## config.mk

```make
export PLATFORM = sky130hd
export DESIGN_NAME = store_buffer
export DESIGN_NICKNAME = d
export VERILOG_FILES = /design/src/rtl/store_buffer_pkg.sv /design/src/rtl/sb_overlap_check.sv /design/src/rtl/store_buffer.sv
export SDC_FILE = /design/constraint.sdc
export NUM_CORES = 1
export LEC_CHECK = 0
export CORE_MARGIN = 1
export CORE_UTILIZATION = 40
export CTS_CLUSTER_DIAMETER = 80
export CTS_CLUSTER_SIZE = 8
export DETAILED_ROUTE_END_ITERATION = 6
export PLACE_DENSITY_LB_ADDON = 0.05
export SYNTH_ARGS = -nofsm -noshare
export SYNTH_HDL_FRONTEND = slang
export SYNTH_SLANG_ARGS = --single-unit
export TNS_END_PERCENT = 30
```

## constraint.sdc

```tcl
create_clock -name clk -period 11.25 [get_ports clk]
set_clock_uncertainty 0.05 [all_clocks]
set_input_delay 1.6875 -clock clk [delete_from_list [all_inputs] [get_ports clk]]
set_output_delay 1.6875 -clock clk [all_outputs]
set_load 0.005 [all_outputs]
```

## src/rtl/store_buffer_pkg.sv

```systemverilog
// Shared definitions for the store buffer: funct3 encodings and access-size decode.
package store_buffer_pkg;

  localparam logic [2:0] F3_SB  = 3'b000;
  localparam logic [2:0] F3_SH  = 3'b001;
  localparam logic [2:0] F3_SW  = 3'b010;
  localparam logic [2:0] F3_LB  = 3'b000;
  localparam logic [2:0] F3_LH  = 3'b001;
  localparam logic [2:0] F3_LW  = 3'b010;
  localparam logic [2:0] F3_LBU = 3'b100;
  localparam logic [2:0] F3_LHU = 3'b101;

  localparam int unsigned SIZE_W = 3;

  // Byte count of an access from funct3[1:0]; the reserved code is treated as a word.
  function automatic logic [SIZE_W-1:0] f3_size(input logic [2:0] f3);
    case (f3[1:0])
      2'b00:   return SIZE_W'(1);
      2'b01:   return SIZE_W'(2);
      default: return SIZE_W'(4);
    endcase
  endfunction

  // Load encodings that may be satisfied from buffered store data.
  function automatic logic ld_f3_known(input logic [2:0] f3);
    return (f3 == F3_LB) || (f3 == F3_LH) || (f3 == F3_LW) ||
           (f3 == F3_LBU) || (f3 == F3_LHU);
  endfunction

endpackage

```

## src/rtl/sb_overlap_check.sv

```systemverilog
// Compares one buffered store's byte range against the current load's byte range.
module sb_overlap_check #(
  parameter int unsigned RW = 10
) (
  input  logic [RW-1:0] i_e_lo,
  input  logic [RW-1:0] i_e_hi,
  input  logic [RW-1:0] i_l_lo,
  input  logic [RW-1:0] i_l_hi,
  output logic          o_hit,
  output logic          o_exact
);

  // Ranges are inclusive and computed one bit wider than the address, so they never wrap.
  assign o_hit   = (i_e_lo <= i_l_hi) && (i_l_lo <= i_e_hi);
  assign o_exact = o_hit && (i_e_lo == i_l_lo) && (i_e_hi >= i_l_hi);

endmodule

```

## src/rtl/store_buffer.sv

```systemverilog
// Posted-write FIFO between MEM and the unified memory; drains in data cycles and
// forwards or stalls MEM-stage loads that overlap pending stores.
module store_buffer
  import store_buffer_pkg::*;
#(
  parameter int unsigned DEPTH = 4,
  parameter int unsigned AW    = 9
) (
  input  logic          clk,
  input  logic          rst_n,
  input  logic          clk_slow,
  input  logic          st_valid,
  input  logic [AW-1:0] st_addr,
  input  logic [31:0]   st_data,
  input  logic [2:0]    st_funct3,
  output logic          st_ready,
  input  logic          ld_valid,
  input  logic [AW-1:0] ld_addr,
  input  logic [2:0]    ld_funct3,
  output logic          ld_fwd_valid,
  output logic [31:0]   ld_fwd_data,
  output logic          ld_stall,
  output logic          mem_write,
  output logic [AW-1:0] mem_addr,
  output logic [31:0]   mem_data,
  output logic [2:0]    mem_funct3,
  output logic          empty
);

  localparam int unsigned IW = $clog2(DEPTH);
  localparam int unsigned PW = IW + 1;
  localparam int unsigned RW = AW + 1;

  typedef struct packed {
    logic [AW-1:0] addr;
    logic [31:0]   data;
    logic [2:0]    funct3;
  } sb_entry_t;

  sb_entry_t       r_mem [DEPTH];
  logic [PW-1:0]   r_wr_ptr;
  logic [PW-1:0]   r_rd_ptr;

  logic            w_full;
  logic            w_push;
  logic            w_pop;
  logic [PW-1:0]   w_count;
  sb_entry_t       w_head;
  logic [RW-1:0]   w_l_lo;
  logic [RW-1:0]   w_l_hi;
  logic [DEPTH-1:0] w_hit;
  logic [DEPTH-1:0] w_exact;
  logic            w_any_hit;
  logic            w_sel_exact;
  logic [31:0]     w_sel_data;
  logic            w_fwd_ok;

  // Extra pointer MSB separates full from empty.
  assign empty    = (r_wr_ptr == r_rd_ptr);
  assign w_full   = (r_wr_ptr[IW-1:0] == r_rd_ptr[IW-1:0]) && (r_wr_ptr[IW] != r_rd_ptr[IW]);
  assign st_ready = !w_full;
  assign w_push   = st_valid && !w_full;
  assign w_count  = r_wr_ptr - r_rd_ptr;

  // Drain only while the shared memory port is in its data phase.
  assign w_head     = r_mem[r_rd_ptr[IW-1:0]];
  assign mem_write  = !empty && !clk_slow;
  assign w_pop      = mem_write;
  assign mem_addr   = mem_write ? w_head.addr   : '0;
  assign mem_data   = mem_write ? w_head.data   : '0;
  assign mem_funct3 = mem_write ? w_head.funct3 : '0;

  always_ff @(posedge clk or negedge rst_n) begin
    if (!rst_n) begin
      r_wr_ptr <= '0;
      r_rd_ptr <= '0;
    end else begin
      if (w_push) r_wr_ptr <= r_wr_ptr + PW'(1);
      if (w_pop)  r_rd_ptr <= r_rd_ptr + PW'(1);
    end
  end

  // Payload storage needs no reset: slots are only read while the pointers mark them live.
  always_ff @(posedge clk) begin
    if (w_push) r_mem[r_wr_ptr[IW-1:0]] <= '{addr: st_addr, data: st_data, funct3: st_funct3};
  end

  assign w_l_lo = {1'b0, ld_addr};
  assign w_l_hi = w_l_lo + RW'(f3_size(ld_funct3)) - RW'(1);

  for (genvar j = 0; j < DEPTH; j++) begin : g_ovl
    logic [RW-1:0] w_e_lo;
    logic [RW-1:0] w_e_hi;
    assign w_e_lo = {1'b0, r_mem[j].addr};
    assign w_e_hi = w_e_lo + RW'(f3_size(r_mem[j].funct3)) - RW'(1);
    sb_overlap_check #(.RW(RW)) u_ovl (
      .i_e_lo  (w_e_lo),
      .i_e_hi  (w_e_hi),
      .i_l_lo  (w_l_lo),
      .i_l_hi  (w_l_hi),
      .o_hit   (w_hit[j]),
      .o_exact (w_exact[j])
    );
  end

  // Walk live entries oldest to youngest so the youngest overlapping one wins.
  always_comb begin
    w_any_hit   = 1'b0;
    w_sel_exact = 1'b0;
    w_sel_data  = '0;
    for (int i = 0; i < DEPTH; i++) begin
      if ((PW'(i) < w_count) && w_hit[IW'(r_rd_ptr[IW-1:0] + IW'(i))]) begin
        w_any_hit   = 1'b1;
        w_sel_exact = w_exact[IW'(r_rd_ptr[IW-1:0] + IW'(i))];
        w_sel_data  = r_mem[IW'(r_rd_ptr[IW-1:0] + IW'(i))].data;
      end
    end
  end

  assign w_fwd_ok     = w_any_hit && w_sel_exact && ld_f3_known(ld_funct3);
  assign ld_fwd_valid = ld_valid && w_fwd_ok;
  assign ld_stall     = ld_valid && w_any_hit && !w_fwd_ok;

  always_comb begin
    ld_fwd_data = '0;
    if (ld_fwd_valid) begin
      case (ld_funct3)
        F3_LB:   ld_fwd_data = {{24{w_sel_data[7]}}, w_sel_data[7:0]};
        F3_LH:   ld_fwd_data = {{16{w_sel_data[15]}}, w_sel_data[15:0]};
        F3_LW:   ld_fwd_data = w_sel_data;
        F3_LBU:  ld_fwd_data = {24'd0, w_sel_data[7:0]};
        F3_LHU:  ld_fwd_data = {16'd0, w_sel_data[15:0]};
        default: ld_fwd_data = '0;
      endcase
    end
  end

endmodule

```

Word-level counts from Yosys, hierarchy flattened
Memories as Yosys holds them, arrays and structs flattened.
Cells that the tools add are included.
- mux-type cells: 40
- equality and inequality tests: 16
- magnitude comparators: 20
- reduce and logical (&&, ||, !) cells: 38
- add/subtract/negate cells: 16
- operators with widths (cell ; count):
    $mux W32 ; 6
    $pmux W32 S5 ; 1
    $le A9 B10 Y1 ; 8
    $add A9 B3 Y10 ; 5
    $sub A10 B1 Y10 const B ; 5
    $ge A10 B10 Y1 ; 4
    $eq A9 B9 Y1 ; 4
    $pmux W3 S2 ; 5
    $logic_and A1 B1 Y1 ; 24
    $mux W1 ; 18
    $bmux W1 S2 ; 8
    $lt A2 B3 Y1 const B ; 4
    $eq A2 B1 Y1 const B ; 5
    $logic_not A2 Y1 ; 5
    $mux W9 ; 1
    $add A3 B1 Y3 const B ; 2
    $eq A3 B3 Y1 const B ; 2
    $lt A1 B3 Y1 const A ; 2
    $lt A2 B3 Y1 const A ; 2
    $add A2 B2 Y2 const B ; 2
    $logic_not A1 Y1 ; 4
    $logic_or A1 B1 Y1 ; 4
    $eq A3 B1 Y1 const B ; 1
    $eq A3 B2 Y1 const B ; 1
    7 further kinds ; 7
- memory bits (writable): 176
- register bits after elaboration: 6
- memories kept: 1
- output and inout port bits: 81
- logic and storage cells: 133
- memory list (name ; depth ; width ; read ports ; clocked after memory_dff ; write ports ; RTL line ; source):
    r_mem ; 4 ; 44 ; 8 ; 0 ; 1 ; store_buffer.sv:40 ; sb_entry_t r_mem [DEPTH];

Logic depth before layout (Yosys ltp)
An unclocked memory read counts as a cell.
- depth after elaboration: 19
- gate-level depth with buffers: 28
- gate-level depth less buffers: 26

Cells and area by module
From an unflattened synthesis, not the netlist that was laid out.
- cells, all modules: 1516
- area total of the unflattened synthesis: 15894.0 um2
- modules (own cells, without submodules) (module ; cells each ; times used ; area each (um2) ; seq. area each (um2)):
    store_buffer ; 1080 ; 1 ; 12455.7 ; 5435.2
    sb_overlap_check ; 109 ; 4 ; 859.6 ; 0.0

Worst setup path before layout
No wires, ideal clock.
- path type: input -> output
- from: in ld_addr[2]
- to: out ld_fwd_data[22]
- buffers on the path: 3
- cell stages on the path: 24
- arrival time: 6.442 ns
- setup slack: 3.070 ns
- cell sequence: clkbuf_1 inv_1 ha_1 inv_1 ha_1 a21oi_1 or2_2 a21oi_1 o21ai_0 nand2b_1 xnor2_1 ha_1 nand3_1 or4_4 or3_4 a21oi_4 nor2_2 a211oi_4 buf_4 o211ai_2 o2111ai_4 o31a_4 buf_6 a31oi_1
- cells in the longest elaborated chain, start to end: 16
- ends and longest elaborated chain (what ; RTL line ; source):
    start: declaration ; store_buffer.sv:18 ; input logic [AW-1:0] ld_addr,
    $add A9 B3 Y10 ; store_buffer.sv:89 ; assign w_l_hi = w_l_lo + RW'(f3_size(ld_funct3)) - RW'(1);
    $sub A10 B1 Y10 ; store_buffer.sv:89 ;
    $le A9 B10 Y1 ; sb_overlap_check.sv:14 ; assign o_hit = (i_e_lo <= i_l_hi) && (i_l_lo <= i_e_hi);
    $logic_and A1 B1 Y1 ; sb_overlap_check.sv:14 ;
    $logic_and A1 B1 Y1 (2 in a row) ; sb_overlap_check.sv:15 ; assign o_exact = o_hit && (i_e_lo == i_l_lo) && (i_e_hi >= i_l_hi);
    $bmux W1 S2 ; store_buffer.sv:114 ; w_sel_exact = w_exact[IW'(r_rd_ptr[IW-1:0] + IW'(i))];
    $mux W1 (implied by the code) ; store_buffer.sv:114 ;
    $mux W1 (4 in a row) ; store_buffer.sv:112 ; if ((PW'(i) < w_count) && w_hit[IW'(r_rd_ptr[IW-1:0] + IW'(i))]) begin
    $logic_and A1 B1 Y1 (2 in a row) ; store_buffer.sv:120 ; assign w_fwd_ok = w_any_hit && w_sel_exact && ld_f3_known(ld_funct3);
    $logic_and A1 B1 Y1 ; store_buffer.sv:121 ; assign ld_fwd_valid = ld_valid && w_fwd_ok;
    $mux W32 (*) ; store_buffer.sv:126 ; if (ld_fwd_valid) begin
    end: declaration ; store_buffer.sv:21 ; output logic [31:0] ld_fwd_data,
Every way passes the cells marked *; elsewhere a longest branch is shown, timed or not. The select of a mux whose other input is x is not followed.

Worst setup path after layout
- from: in ld_funct3[1]
- to: out ld_fwd_data[17]
- cells in the longest elaborated chain, start to end: 18
- ends and longest elaborated chain (what ; RTL line ; source):
    start: declaration ; store_buffer.sv:19 ; input logic [2:0] ld_funct3,
    $eq A2 B1 Y1 / $logic_not A2 Y1 (equally long branches) ; store_buffer_pkg.sv:17 ; case (f3[1:0])
    $pmux W3 S2 ; store_buffer_pkg.sv:17 ;
    $add A9 B3 Y10 ; store_buffer.sv:89 ;
    $sub A10 B1 Y10 ; store_buffer.sv:89 ;
    $le A9 B10 Y1 ; sb_overlap_check.sv:14 ;
    $logic_and A1 B1 Y1 ; sb_overlap_check.sv:14 ;
    $logic_and A1 B1 Y1 (2 in a row) ; sb_overlap_check.sv:15 ;
    $bmux W1 S2 ; store_buffer.sv:114 ;
    $mux W1 (implied by the code) ; store_buffer.sv:114 ;
    $mux W1 (4 in a row) ; store_buffer.sv:112 ;
    $logic_and A1 B1 Y1 (2 in a row) ; store_buffer.sv:120 ;
    $logic_and A1 B1 Y1 ; store_buffer.sv:121 ;
    $mux W32 (*) ; store_buffer.sv:126 ;
Marked as above.

==> flow_summary.ini <==
[run_status]
outcome = complete, no violations

[logic_synthesis]
synth-edff-count = 176
ys.flop_type = edfxtp_1
muxShareOfSynthArea_pct = 15.6
netlist_top_cells_count = 176 x edfxtp_1, 166 x ha_1, 146 x inv_1
synth.avg_cell_area_um2 = 10.5
yosysWarnings = 0
yosysSeqAreaShare_pct = 33.7
ys_ff_latch = 182
yosys.area_share.simple_pct = 11.3
synth_compound_area_share_pct = 15.3
synthAdderAreaFrac_pct = 13.6
synthCells = 1540
async_flop_share_pct = 3.30
yosysTopAreaCell = edfxtp_1
synth_top_family_by_area = multiplexers
syn_area_um2 = 16100
synth_xor_area_share_pct = 4.82
synth_cell_type_count = 87
syn_nets = 1773
yosysMostFrequentCell = edfxtp_1
synthTopCellsByArea = edfxtp_1 33%, ha_1 13%, mux4_2 11%
synth_top_area_share_pct = 32.8

[final_layout]
layout-drive-gt1-share_pct = 14.3
final_cells = 2188
syn_to_final_growth_pct = 15.9
fin_nets = 1882

[sta]
fin_crit_ns = 10.41
fin_crit_sh_pct = 92.5
setup_viol_count_final = 0
finalSetupTns_ns = 0
rsz0062_at_grt = false
slew_viol_final = 0
hold_viol = 0
max_slew_margin_pct = 33.2
worst_pin_slew_ns = 1.00
max_freq_ghz = 0.0961

[clock_tree]
ctsResizeCount = 0
numCtsBuffers = 17
cts_buffer_depth = 2
postCtsHoldBufs = 0
postCtsSetupBuffers = 0
root_buffer = clkbuf_16
clock_latency_ns = 0.44
cts.htree.levels = 4
tritoncts_num_sinks = 182
clk_pin_slew_ns = 0.06
cts_tree = done

[grt]
overflow = 0
grt_pass1_wl_um = 74700
antenna_found_initial = 4
grt_max_degree = 85
grt_use_total_pct = 24.0
grt_pass1_vias = 12700

[place]
placedCellCount = 2155
place.gp.congestion = 0.958
dpl.hpwl_um = 35400
port_buffers = 141

[worst_setup_path]
cp.arrival_ns = 8.67
worstSetupPathType = input port to output port
startpoint = ld_funct3[1]
cp-end-kind = output port
cp_slowest_cell = or4_4
crit_path_start_kind = input port
timing.reg2reg.setup_slack_ns = 7.89
critPathMostFrequentCell = ha_1
r2r_start = r_rd_ptr[1]
path_max_fanout = 35
crit_required_ns = 9.51
max_stage_delay_ns = 0.49

[route]
num_vias = 12700
wl_um = 48400
avgViaCountPerCell = 5.78
drc_errors = 0
post_drt_wl_per_cell_um = 22.1
firstDrtPassIters = 5
drt_iter0_drc = 873
drt.antenna.violating_nets = 0

[min_path]
hold_path.startpoint = r_wr_ptr[2]
min_path_type = flop to flop

[floorplanning]
fp.dieH_um = 203
rows = 73
ios = 142
die-area_um2 = 41100
start_util_pct = 40.6
core_area_um2 = 39700
die_w_um = 203

[power]
combPwrFrac_pct = 70.8
p_leak_uw = 0.00725
pwr-share-clk_pct = 10.2
p_seq_share_pct = 19.0
p_switching_uw = 2760
p_int_uw = 3010
p_per_area_nw_per_um2 = 309
switching_share_pct = 47.8
vdd_ir_drop_max_v = 0.000307

[job]
maxCapViolations = 0
==> critical path: cells and delay by family <==
family / cells / cell delay, ns
buffers and inverters: 6 / 1.88
AND/OR/NAND/NOR: 8 / 2.10
XOR/XNOR: 1 / 0.06
AO/OA/AOI/OAI: 8 / 2.09
adder cells (fa/ha/maj): 3 / 0.81
==> cell usage in the layout, fill, tap and decap left out, drive strengths merged, types with 31 or more instances in the layout <==
cell type / synthesis / routed
a21oi: 95 / 95
clkdlybuf4s50: 0 / 141
edfxtp: 176 / 176
ha: 166 / 166
inv: 147 / 151
mux2: 35 / 35
mux2i: 37 / 37
mux4: 78 / 78
nand2: 117 / 117
nand2b: 33 / 33
nor2: 73 / 73
o211ai: 31 / 31
o21ai: 84 / 84
or2: 33 / 33
xnor2: 46 / 46
==> cells by family after synthesis <==
| kind of cell | count (synthesis) |
|---|---|
| compound gates | 365 |
| simple gates | 363 |
| buf+inv | 228 |
| flops | 182 |
| fa+ha+maj | 172 |
| mux | 150 |
| xor+xnor | 80 |
==> routing by layer <==
metal  share of wire [%]  GRT usage, %
met2                  49          40.3
met3                 4.4          3.29
met4                 1.8          6.36
met1                  45          32.4
met5               0.064             0
==> state kept, by name (all words and copies together) (netlist names) <==
name      cells
r_mem       176
r_rd_ptr      3
r_wr_ptr      3
==> power groups by stage <==
| stage | sequential [µW] | combinational (µW) | clock, µW |
|---|---|---|---|
| detailed placement | 1110 | 4090 | 0 |
| global route | 1120 | 4520 | 628 |
| CTS | 1100 | 4110 | 603 |
| floorplan | 1010 | 2900 | 0 |
| global placement | 1110 | 4080 | 0 |
| finish | 1100 | 4080 | 589 |
==> metrics by stage <==
stage	total power [µW]	worst slack (ns)	area (µm²)	hold slack [ns]	util, %
CTS	5810	0.901	18700	0.453	47.0
finish	5770	0.842	18700	0.451	47.0
floorplan	3910	3.07	16100	0.410	-
global route	6270	0.438	18700	0.472	47.0
global placement	5190	1.07	18100	0.431	45.6
detailed placement	5200	0.901	18100	0.434	45.6
==> cell type report <==
cell class / instances / area [µm²]
Clock buffer: 17 / 425
Clock inverter: 15 / 149
Inverter: 147 / 552
Multi-Input combinational cell: 1130 / 9810
Fill cell: 3726 / 21100
Sequential cell: 182 / 5440
Antenna cell: 1 / 2.50
Timing Repair Buffer: 171 / 1640
Tap cell: 525 / 657
==> worst paths after layout <==
check	to	cells after the start
min in group asynchronous	r_wr_ptr[2]	1
setup reg to reg	r_rd_ptr[2]	10
max in group asynchronous	r_rd_ptr[0]	1
hold reg to reg	r_wr_ptr[2]	1
setup / recovery	ld_fwd_data[17]	26
hold / removal	r_wr_ptr[2]	1
Note: power is estimated with default switching activity, not from simulation.
